$ cat src/rtl/puf_eval_sequencer.sv
// Drives one challenge/PDL configuration into the PUF mapping stage and runs REPEATS
// reset/trigger/sample evaluations. Returns the majority vote, ones count, stability and raw-bit instability.
module puf_eval_sequencer #(
  parameter int CHALLENGE_WIDTH  = 32,
  parameter int PDL_CONFIG_WIDTH = 128,
  parameter int RESPONSE_WIDTH   = 6,
  parameter int REPEATS          = 15,
  parameter int RESET_CYCLES     = 4,
  parameter int SETTLE_CYCLES    = 8,
  parameter int COUNT_WIDTH      = 5
) (
  input  logic                        clk,
  input  logic                        reset,
  input  logic                        in_valid,
  output logic                        in_ready,
  input  logic [CHALLENGE_WIDTH-1:0]  in_challenge,
  input  logic [PDL_CONFIG_WIDTH-1:0] in_pdl_config,
  output logic [CHALLENGE_WIDTH-1:0]  puf_challenge,
  output logic [PDL_CONFIG_WIDTH-1:0] puf_pdl_config,
  output logic                        puf_trigger,
  output logic                        puf_reset,
  input  logic [RESPONSE_WIDTH-1:0]   raw_response,
  input  logic                        xor_response,
  output logic                        out_valid,
  input  logic                        out_ready,
  output logic                        out_xor_bit,
  output logic [COUNT_WIDTH-1:0]      out_ones_count,
  output logic                        out_stable,
  output logic [RESPONSE_WIDTH-1:0]   out_raw_first,
  output logic [RESPONSE_WIDTH-1:0]   out_raw_mask
);

  localparam int CNT_MAX = (RESET_CYCLES > SETTLE_CYCLES) ? RESET_CYCLES : SETTLE_CYCLES;
  localparam int CNT_W   = $clog2(CNT_MAX + 1);
  localparam int IDX_W   = $clog2(REPEATS + 1);

  typedef enum logic [2:0] {IDLE, ARM, FIRE, SAMPLE, DONE} state_t;

  state_t                      state_q, state_d;
  logic [CNT_W-1:0]            cnt_q, cnt_d;
  logic [IDX_W-1:0]            idx_q, idx_d;
  logic [COUNT_WIDTH-1:0]      ones_q, ones_d;
  logic [RESPONSE_WIDTH-1:0]   mask_q, mask_d;
  logic [RESPONSE_WIDTH-1:0]   first_q, first_d;
  logic [CHALLENGE_WIDTH-1:0]  chal_q, chal_d;
  logic [PDL_CONFIG_WIDTH-1:0] pdl_q, pdl_d;
  logic                        oxor_q, oxor_d;
  logic [COUNT_WIDTH-1:0]      oones_q, oones_d;
  logic                        ostable_q, ostable_d;
  logic [RESPONSE_WIDTH-1:0]   ofirst_q, ofirst_d;
  logic [RESPONSE_WIDTH-1:0]   omask_q, omask_d;

  logic [COUNT_WIDTH-1:0]      s_ones;
  logic [RESPONSE_WIDTH-1:0]   s_first;
  logic [RESPONSE_WIDTH-1:0]   s_mask;

  // Strict majority: an even-REPEATS tie resolves to 0.
  function automatic logic vote_majority(input logic [COUNT_WIDTH-1:0] n);
    return n > COUNT_WIDTH'(REPEATS / 2);
  endfunction

  function automatic logic vote_stable(input logic [COUNT_WIDTH-1:0] n);
    return (n == '0) || (n == COUNT_WIDTH'(REPEATS));
  endfunction

  always_ff @(posedge clk or posedge reset) begin
    if (reset) begin
      state_q   <= IDLE;
      cnt_q     <= '0;
      idx_q     <= '0;
      ones_q    <= '0;
      mask_q    <= '0;
      first_q   <= '0;
      chal_q    <= '0;
      pdl_q     <= '0;
      oxor_q    <= 1'b0;
      oones_q   <= '0;
      ostable_q <= 1'b0;
      ofirst_q  <= '0;
      omask_q   <= '0;
    end else begin
      state_q   <= state_d;
      cnt_q     <= cnt_d;
      idx_q     <= idx_d;
      ones_q    <= ones_d;
      mask_q    <= mask_d;
      first_q   <= first_d;
      chal_q    <= chal_d;
      pdl_q     <= pdl_d;
      oxor_q    <= oxor_d;
      oones_q   <= oones_d;
      ostable_q <= ostable_d;
      ofirst_q  <= ofirst_d;
      omask_q   <= omask_d;
    end
  end

  // Accumulated values including the sample captured on this cycle's closing edge.
  always_comb begin
    s_ones  = ones_q + COUNT_WIDTH'(xor_response);
    s_first = (idx_q == '0) ? raw_response : first_q;
    s_mask  = (idx_q == '0) ? '0 : (mask_q | (first_q ^ raw_response));
  end

  always_comb begin
    state_d   = state_q;
    cnt_d     = cnt_q;
    idx_d     = idx_q;
    ones_d    = ones_q;
    mask_d    = mask_q;
    first_d   = first_q;
    chal_d    = chal_q;
    pdl_d     = pdl_q;
    oxor_d    = oxor_q;
    oones_d   = oones_q;
    ostable_d = ostable_q;
    ofirst_d  = ofirst_q;
    omask_d   = omask_q;
    unique case (state_q)
      IDLE: begin
        if (in_valid) begin
          chal_d  = in_challenge;
          pdl_d   = in_pdl_config;
          ones_d  = '0;
          mask_d  = '0;
          idx_d   = '0;
          cnt_d   = '0;
          state_d = ARM;
        end
      end
      ARM: begin
        if (cnt_q == CNT_W'(RESET_CYCLES - 1)) begin
          cnt_d   = '0;
          state_d = FIRE;
        end else begin
          cnt_d = cnt_q + 1'b1;
        end
      end
      FIRE: begin
        if (cnt_q == CNT_W'(SETTLE_CYCLES - 1)) begin
          cnt_d   = '0;
          state_d = SAMPLE;
        end else begin
          cnt_d = cnt_q + 1'b1;
        end
      end
      SAMPLE: begin
        ones_d  = s_ones;
        first_d = s_first;
        mask_d  = s_mask;
        idx_d   = idx_q + 1'b1;
        cnt_d   = '0;
        if (idx_q == IDX_W'(REPEATS - 1)) begin
          oxor_d    = vote_majority(s_ones);
          oones_d   = s_ones;
          ostable_d = vote_stable(s_ones);
          ofirst_d  = s_first;
          omask_d   = s_mask;
          state_d   = DONE;
        end else begin
          state_d = ARM;
        end
      end
      DONE: begin
        if (out_ready) state_d = IDLE;
      end
      default: state_d = IDLE;
    endcase
  end

  always_comb begin
    in_ready    = (state_q == IDLE);
    out_valid   = (state_q == DONE);
    puf_trigger = (state_q == FIRE) || (state_q == SAMPLE);
    puf_reset   = !puf_trigger;
  end

  assign puf_challenge  = chal_q;
  assign puf_pdl_config = pdl_q;
  assign out_xor_bit    = oxor_q;
  assign out_ones_count = oones_q;
  assign out_stable     = ostable_q;
  assign out_raw_first  = ofirst_q;
  assign out_raw_mask   = omask_q;

endmodule

$ cat config.mk
export PLATFORM = sky130hd
export DESIGN_NAME = puf_eval_sequencer
export DESIGN_NICKNAME = d
export VERILOG_FILES = /design/src/rtl/puf_eval_sequencer.sv
export SDC_FILE = /design/constraint.sdc
export NUM_CORES = 1
export LEC_CHECK = 0
export ABC_AREA = 1
export CORE_ASPECT_RATIO = 0.5
export CORE_MARGIN = 1.5
export CORE_UTILIZATION = 45
export CTS_BUF_LIST = sky130_fd_sc_hd__clkbuf_4 sky130_fd_sc_hd__clkbuf_8
export DETAILED_ROUTE_END_ITERATION = 7
export GPL_ROUTABILITY_DRIVEN = 0
export GPL_TIMING_DRIVEN = 0
export PLACE_DENSITY = 0.94
export SLEW_MARGIN = 15
export SYNTH_ARGS = -nofsm -noshare
export SYNTH_HDL_FRONTEND = slang
export SYNTH_SLANG_ARGS = --single-unit
export TNS_END_PERCENT = 20
$ cat constraint.sdc
create_clock -name clk -period 9.8 [get_ports clk]
set_clock_uncertainty 0.05 [all_clocks]
set_input_delay 1.96 -clock clk [delete_from_list [all_inputs] [get_ports clk]]
set_output_delay 1.96 -clock clk [all_outputs]
set_load 0.005 [all_outputs]
==> flow_summary_export.csv, run 1 <==
group,metric,value,unit
power_and_ir_drop,p_int,0.00251,W
placed_design,hpwl,21100,um
setup_path,worst_path_largest_cell_delay,490,ps
power_and_ir_drop,seq_power_share,37.9,%
routing,vias,7972,
power_and_ir_drop,combPwrFrac,43.7,%
logic_synthesis,ys_types,25,
logic_synthesis,synth_top_area_cell,"dfrtp_1",
global_routing,grt_pass1_wl,42000,um
clocking,clkTransAtPathRegs,70,ps
logic_synthesis,syn_avg_cell_area,9.11,um^2
finish,final_cells,1619,
status,outcome,"completed",
setup_path,cp_max_fo,7,
power_and_ir_drop,p_sw_share,34.3,%
clocking,cts_tree,"done",
placed_design,io_buffer_count,353,
logic_synthesis,seq_area_frac_synth,59.6,%
setup_path,crit_arrival,1870,ps
finish,fin_util,70.9,%
finish,drive_gt1_share,7.43,%
timing,tightest_slew,499,ps
logic_synthesis,ys_ff_latch,207,
logic_synthesis,ys_warn_count,0,
routing,ant_nets,0,
clocking,insertion_delay,560,ps
global_routing,antenna_found_initial,0,
setup_path,endpoint_kind,"output pin",
clocking,numCtsBuffers,30,
timing,max_freq,0.258,GHz
floorplan,die_w,200,um
clocking,cts_setup_buffers,0,
worst_hold_path,hp-class,"reg -> reg",
power_and_ir_drop,switchingPower,0.00131,W
finish,area_delta_synth_final,52.1,%
timing,post-route-period-util,39.6,%
routing,wirelength,27700,um
power_and_ir_drop,max-vdd-ir-drop,149,uV
clocking,clkSinkCount,207,
setup_path,path_class,"reg -> out",
setup_path,critPathLaunchType,"flop",
timing,rsz0062_at_grt,"false",
setup_path,cpMaxStageDelayCell,"clkdlybuf4s50_1",
timing,hold_viol,0,
routing,dr.pass1.iters,4,
finish,diodes,0,
logic_synthesis,netlist_instances,954,
clocking,root_buffer,"clkbuf_8",
floorplan,core_area,18700,um^2
clocking,hold_buffers,0,
timing,finalSetupTns,0,ps
routing,drcViolationCount,0,
floorplan,ios,354,
finish,final_nets,1518,
floorplan,fp.dieH,101,um
power_and_ir_drop,p_clk_share,18.4,%
timing,setup_viol,0,
floorplan,die-area,20200,um^2
floorplan,initial_core_util,46.6,%
routing,vias_per_cell,4.92,
logic_synthesis,yosys-top-cells-area,"dfrtp_1, nand2_1, o21ai_1",
global_routing,grt.total_usage,27.1,%
routing,wl_per_cell,17.1,um
finish,layout_commonest_cell,"clkdlybuf4s50_1",
power_and_ir_drop,power_density,289,nW/um^2
setup_path,critical_path_required,7790,ps
setup_path,cp_cell_sequence,"buf_4 -> nor2_4 -> nand2_1 -> inv_1 -> clkdlybuf4s50_1",
global_routing,grt_max_degree,82,
routing,drtIter0Drc,415,
timing,fin_crit,3880,ps
timing,maxSlewHeadroom,66.8,%
clocking,cts_resized,0,
floorplan,std_cell_rows,35,
global_routing,grt_pass1_vias,8220,
logic_synthesis,synth_fp_nets,1131,
clocking,clk_path_buf_depth,3,
logic_synthesis,synth.cell_area,8690,um^2
run,maxCapViolCount,0,
clocking,htree_num_levels,1,
finish,final_cell_mix,"clkdlybuf4s50_1, nand2_1, dfrtp_1, inv_1, o21ai_1",
power_and_ir_drop,static-leakage-power,6.61,nW
placed_design,dp_slack,6250,ps
logic_synthesis,synth_top_area_share,59.6,%
global_routing,grt_remaining_overflow,0,
timing,slew_violations,0,
timing,fin_ws,5920,ps
placed_design,dp_cells,1568,
stage by stage:
stage | instance area (um^2) | total power (W) | hold WS (ps)
4_1_cts | 13200 | 0.00384 | 439
2_1_floorplan | 8690 | 0.00212 | 403
6_report | 13200 | 0.00382 | 438
5_1_grt | 13200 | 0.00406 | 467
3_5_place_dp | 12600 | 0.00312 | 423
3_3_place_gp | 12500 | 0.00301 | 416
registers in the layout, indices dropped and copies added (netlist names):
name	cells
out_raw_mask	6
puf_pdl_config	128
out_ones_count	5
cnt_q	4
mask_q	6
out_stable	1
puf_challenge	32
idx_q	4
state_q	3
out_raw_first	6
ones_q	5
out_xor_bit	1
first_q	6
worst paths after layout:
| kind | endpoint | slack (ps) | cells past startpoint | startpoint |
|---|---|---|---|---|
| max | in_ready | 5920 | 5 | state_q[1] |
| min | puf_pdl_config[44] | 440 | 2 | puf_pdl_config[44] |
| max reg2reg | first_q[5] | 8010 | 6 | idx_q[0] |
| min reg2reg | puf_pdl_config[44] | 440 | 2 | puf_pdl_config[44] |
| max in group asynchronous | puf_pdl_config[105] | 7170 | 3 | reset |
| min in group asynchronous | puf_pdl_config[67] | 1780 | 2 | reset |
layout make-up:
cell class | instances | area (um^2)
buffer | 43 | 445
clock buffer | 47 | 584
clock inverter | 4 | 22.5
fill | 1315 | 5440
inverter | 198 | 751
multi-input combinational | 506 | 2320
sequential | 207 | 5180
tap | 259 | 324
timing repair buffer | 355 | 3590
worst max-delay path, delay by kind of cell, from the launching register on:
| family | cells | cell delay, ps |
|---|---|---|
| buffers and inverters | 3 | 700 |
| DFF | 1 | 370 |
| and+or+nand+nor | 2 | 230 |
cell usage after synthesis (all sizes together):
master  number
a21oi        1
buf         39
clkbuf       4
dfrtp      207
ha           6
inv        198
nand2      245
nand3       15
nand3b       3
nand4        4
nor2        16
nor3         1
o21ai      203
o22ai        9
xnor2        1
xor2         2
layer usage:
| layer | up-vias | wire (um) | GRT usage (%) |
|---|---|---|---|
| li1 | 3704 | - | - |
| met1 | 3855 | 10600 | 30.8 |
| met2 | 296 | 14000 | 48.1 |
| met3 | 117 | 1520 | 6.03 |
| met4 | 0 | 1590 | 15.4 |
| met5 | - | 0 | 0 |
power by group through the flow:
stage	combinational [W]	sequential (W)	clock [W]
finish	0.00167	0.00145	0.000702
global route	0.00182	0.00149	0.000755
CTS	0.00168	0.00144	0.000719
detailed placement	0.00167	0.00145	0
global placement	0.00158	0.00143	0
floorplan	0.000669	0.00145	0
kinds of logic (layout without fill, tap and decap cells):
kind of cell             count (synthesis)  after routing  synth area share (%)
AO/OA/AOI/OAI                          213            213                  12.4
XOR/XNOR                                 3              3                 0.302
adder cells (fa/ha/maj)                  6              6                 0.864
AND/OR/NAND/NOR                        284            284                  13.2
buffers and inverters                  241            647                  13.7
flip-flops                             207            207                  59.6
No activity file was read; power rests on OpenSTA's default activity.
==> run 2: changes to the inputs <==
Clock period 9.8 ns to 3.73 ns, I/O delays scaled along.
==> run 2 against run 1 <==
  * Highest routed layer unchanged
  * Largest power group unchanged
  * Utilization up 0.68 points
  * Power rose to 2.7 times the previous value
  * Largest cell class unchanged
  * First-iteration DRC count up 1.9%
  * Hold slack worse by 4.3 ps
==> flow_summary_export.csv, run 2 (synthesis results as in run 1) <==
group,metric,value,unit
timing,fin_crit,2640,ps
timing,rsz0062_at_grt,"false",
routing,wirelength,28300,um
global_routing,antenna_found_initial,0,
clocking,cts_setup_buffers,0,
routing,vias,8107,
routing,ant_nets,0,
setup_path,r2r_end,"first_q[2]",
setup_path,rr_startpoint,"idx_q[0]",
floorplan,core_area,18700,um^2
floorplan,die_w,200,um
global_routing,grt_pass1_vias,8159,
finish,final_cells,1625,
floorplan,initial_core_util,46.6,%
global_routing,grt_max_degree,39,
finish,final_nets,1523,
power_and_ir_drop,combPwrFrac,43.5,%
routing,vias_per_cell,4.99,
timing,hold_viol,0,
setup_path,crit_arrival,1840,ps
worst_hold_path,hp-class,"reg -> reg",
timing,maxSlewHeadroom,67.1,%
finish,layout_commonest_cell,"clkdlybuf4s50_1",
power_and_ir_drop,power_density,761,nW/um^2
power_and_ir_drop,p_clk_share,18.9,%
finish,largest_reg_flops,128,
placed_design,placed_area,12700,um^2
power_and_ir_drop,switchingPower,0.00347,W
placed_design,dp_cells,1573,
routing,drcViolationCount,0,
clocking,root_buffer,"clkbuf_8",
power_and_ir_drop,p_int,0.00668,W
finish,final_cell_mix,"clkdlybuf4s50_1, nand2_1, dfrtp_1, inv_1, o21ai_1",
run,maxCapViolCount,0,
floorplan,die-area,20200,um^2
setup_path,critical_path_required,2930,ps
power_and_ir_drop,seq_power_share,37.6,%
routing,wl_per_cell,17.4,um
setup_path,worst-r2r-setup-slack,1860,ps
timing,finalSetupTns,0,ps
setup_path,path_class,"reg -> out",
clocking,clk_path_buf_depth,3,
status,outcome,"completed",
placed_design,hpwl,21500,um
floorplan,fp.dieH,101,um
setup_path,endpoint_kind,"output pin",
clocking,insertion_delay,540,ps
setup_path,reg2reg_depth,6,
timing,whs,434,ps
floorplan,std_cell_rows,35,
global_routing,grt.total_usage,27.4,%
placed_design,dp_slack,1380,ps
floorplan,ios,354,
clocking,numCtsBuffers,30,
clocking,hold_buffers,0,
global_routing,grt_remaining_overflow,0,
power_and_ir_drop,static-leakage-power,6.67,nW
timing,slew_violations,0,
clocking,clkSinkCount,207,
routing,drtIter0Drc,423,
clocking,cts_resized,0,
timing,setup_viol,0,
placed_design,io_buffer_count,353,
setup_path,cp_max_fo,7,
finish,area_delta_synth_final,53.5,%
power_and_ir_drop,p_sw_share,34.2,%
finish,design_area,13300,um^2
timing,post-route-period-util,70.7,%
routing,dr.pass1.iters,5,
clocking,cts_tree,"done",
timing,max_freq,0.379,GHz
finish,drive_gt1_share,7.83,%
finish,diodes,0,
setup_path,critPathLaunchType,"flop",
clocking,clkTransAtPathRegs,70,ps
power_and_ir_drop,max-vdd-ir-drop,374,uV
timing,tightest_slew,494,ps
setup_path,critPathLaunch,"state_q[1]",
timing,fin_ws,1090,ps
setup_path,critPathCapture,"in_ready",
clocking,htree_num_levels,1,
global_routing,grt_pass1_wl,42600,um
## run 2: final cells by class
type	count	area, um^2
Buffer	43	445
Fill cell	1285	5310
Timing Repair Buffer	360	3690
Multi-Input combinational cell	506	2320
Sequential cell	207	5180
Clock buffer	48	592
Tap cell	259	324
Inverter	198	747
Clock inverter	4	45.0
## run 2: worst max-delay path, cell delays in order, from the launching register on
cell	delay [ps]
dfrtp_1	360
buf_4	160
nor2_4	160
nand2_1	70
inv_1	60
clkdlybuf4s50_1	490
## run 2: worst min path at each step
stage,start,end,slack (ps),cells after the start
CTS,out_raw_first[3],out_raw_first[3],440,2
detailed placement,out_ones_count[4],out_ones_count[4],420,2
global placement,first_q[1],first_q[1],420,2
global route,puf_pdl_config[9],puf_pdl_config[9],450,2
floorplan,first_q[0],first_q[0],400,2
finish,out_raw_first[3],out_raw_first[3],430,2
## run 2: power by group through the flow
stage | combinational, W | clock (W) | sequential, W
5_1_grt | 0.00480 | 0.00206 | 0.00390
6_report | 0.00442 | 0.00192 | 0.00382
3_5_place_dp | 0.00438 | 0 | 0.00382
3_3_place_gp | 0.00414 | 0 | 0.00376
2_1_floorplan | 0.00176 | 0 | 0.00380
4_1_cts | 0.00443 | 0.00195 | 0.00380
## run 2: metrics by stage
stage / util, % / total power, W
final: 71.5 / 0.0102
after global routing: 71.5 / 0.0108
after CTS: 71.5 / 0.0102
after detailed placement: 68.1 / 0.00820
after global placement: 67.3 / 0.00790
after floorplan: - / 0.00556
## run 2: layer usage
metal  wire length (um)  vias to the layer above  global-route usage (%)
li1                   -                     3700                       -
met1              11100                     3977                    33.2
met2              14400                      333                    48.7
met3               1370                       97                    3.70
met4               1430                        0                    13.8
met5                  0                        -                       0
==> run 3: changes to the inputs <==
Settings changed: CORE_UTILIZATION 45 to 40, PLACE_DENSITY 0.94 to 0.89.
Clock period 3.73 ns to 2.3 ns, I/O delays scaled along.
==> run 3 against run 2 <==
  * Hold slack got worse by 180 ps
  * Sequential share of layout area fell by 0.31 points
  * Die area rose by 12%
  * Setup slack got worse by 820 ps
  * Utilization fell by 7.2 points
  * Via count fell by 2.8%
  * Critical path type unchanged
==> flow_summary_export.csv, run 3 (synthesis results as in run 1) <==
group,metric,value,unit
status,outcome,"completed",
floorplan,die_w,211,um
clocking,insertion_delay,560,ps
clocking,clkSinkCount,207,
global_routing,grt_pass1_wl,41800,um
floorplan,std_cell_rows,37,
setup_path,cp_max_fo,2,
power_and_ir_drop,max-vdd-ir-drop,469,uV
routing,vias,7884,
clocking,clk_path_buf_depth,3,
clocking,htree_num_levels,1,
setup_path,worst-path-buf-inv,1,
timing,max_freq,0.493,GHz
routing,ant_nets,0,
floorplan,core_area,20900,um^2
routing,wirelength,27200,um
setup_path,path_class,"reg -> out",
power_and_ir_drop,static-leakage-power,6.72,nW
routing,drcViolationCount,0,
global_routing,grt_pass1_vias,8143,
floorplan,die-area,22700,um^2
timing,maxSlewHeadroom,62.1,%
timing,setup_viol,0,
clocking,cts_tree,"done",
global_routing,grt.total_usage,23.7,%
finish,final_cell_mix,"clkdlybuf4s50_1, nand2_1, dfrtp_1, inv_1, o21ai_1",
finish,fillCellCount,1626,
finish,diodes,0,
setup_path,cp_cell_sequence,"clkdlybuf4s50_1",
timing,finalSetupTns,0,ps
finish,final_cells,1661,
floorplan,fp.dieH,107,um
setup_path,worst_path_largest_cell_delay,600,ps
timing,hold_viol,0,
global_routing,antenna_found_initial,0,
finish,largest_reg_flops,128,
setup_path,critPathLaunchType,"flop",
floorplan,ios,354,
finish,drive_gt1_share,8.33,%
clocking,root_buffer,"clkbuf_8",
timing,slew_violations,0,
routing,vias_per_cell,4.75,
power_and_ir_drop,power_density,1240,nW/um^2
placed_design,hpwl,20700,um
clocking,hold_buffers,0,
run,maxCapViolCount,0,
routing,drtIter0Drc,519,
setup_path,critical_path_required,1790,ps
setup_path,cpMaxStageDelayCell,"clkdlybuf4s50_1",
clocking,clkTransAtPathRegs,60,ps
finish,layout_commonest_cell,"clkdlybuf4s50_1",
global_routing,grt_remaining_overflow,0,
finish,fin_util,64.3,%
placed_design,io_buffer_count,353,
setup_path,cp.depth,1,
timing,fin_crit,2030,ps
clocking,numCtsBuffers,31,
timing,tightest_slew,567,ps
worst_hold_path,hp-class,"in -> async",
timing,post-route-period-util,88.3,%
timing,whs,256,ps
placed_design,dp_cells,1605,
global_routing,grt_max_degree,39,
floorplan,initial_core_util,41.5,%
timing,rsz0062_at_grt,"false",
finish,final_nets,1524,
setup_path,crit_arrival,1520,ps
routing,dr.pass1.iters,5,
setup_path,reg2reg_depth,6,
setup_path,endpoint_kind,"output pin",
setup_path,crit_family,"buffers and inverters",
finish,area_delta_synth_final,54.9,%
routing,wl_per_cell,16.4,um
## run 3: cell types whose count changed in the layout (fill, tap and decap cells not counted), sizes merged
cell           before  now
bufinv              1    2
clkbuf             52   54
clkdlybuf4s50     353  349
clkinv              3    2
clkinvlp            1    2
dlygate4sd2         0    2
dlymetal6s2s        0    2
## run 3: final timing paths
check / from / endpoint / slack, ps
max in group asynchronous: reset / puf_pdl_config[12] / 680
hold / removal: reset / cnt_q[1] / 260
setup reg to reg: idx_q[0] / first_q[2] / 540
hold reg to reg: puf_pdl_config[3] / puf_pdl_config[3] / 430
min in group clk: in_challenge[1] / puf_challenge[1] / 380
setup / recovery: puf_pdl_config[115] / puf_pdl_config[115] / 270
## run 3: power breakdown
group	switching, W	leakage, nW	internal (W)
combinational	0.00319	3.81	0.00389
sequential	0.000939	2.52	0.00521
clock	0.00146	0.378	0.00199
## run 3: timing repair
item	4_1_cts	5_1_grt
pin swaps	1	0
endpoints found under the setup margin	4	2
cloned	0	0
gates resized for setup	4	6
buffers inserted	1	0
## run 3: layout make-up
cell class	count	area [um^2]	share of cell area, %
well taps	292	365	2.71
plain buffers	43	449	3.34
inverters	198	747	5.55
clock buffers	50	644	4.79
repair buffers	360	3660	27.2
multi-input cells	506	2330	17.3
flip-flops and latches	207	5180	38.5
clock inverters	5	77.6	0.576
## run 3: metal layers
| metal | wire (um) | global-route usage, % | vias to the layer above |
|---|---|---|---|
| li1 | - | - | 3726 |
| met1 | 10700 | 27.4 | 3790 |
| met3 | 1370 | 5.18 | 86 |
| met5 | 0 | 0 | - |
| met4 | 1170 | 11.6 | 0 |
| met2 | 14000 | 41.9 | 282 |
## run 3: per-stage QoR
| step | setup WS, ps | instance area, um^2 | total power (W) |
|---|---|---|---|
| 2_1_floorplan | -896 | 8700 | 0.00901 |
| 3_3_place_gp | -2390 | 12600 | 0.0128 |
| 3_5_place_dp | 37.0 | 12700 | 0.0132 |
| 4_1_cts | 0.724 | 13400 | 0.0168 |
| 5_1_grt | 180 | 13500 | 0.0177 |
| 6_report | 270 | 13500 | 0.0167 |
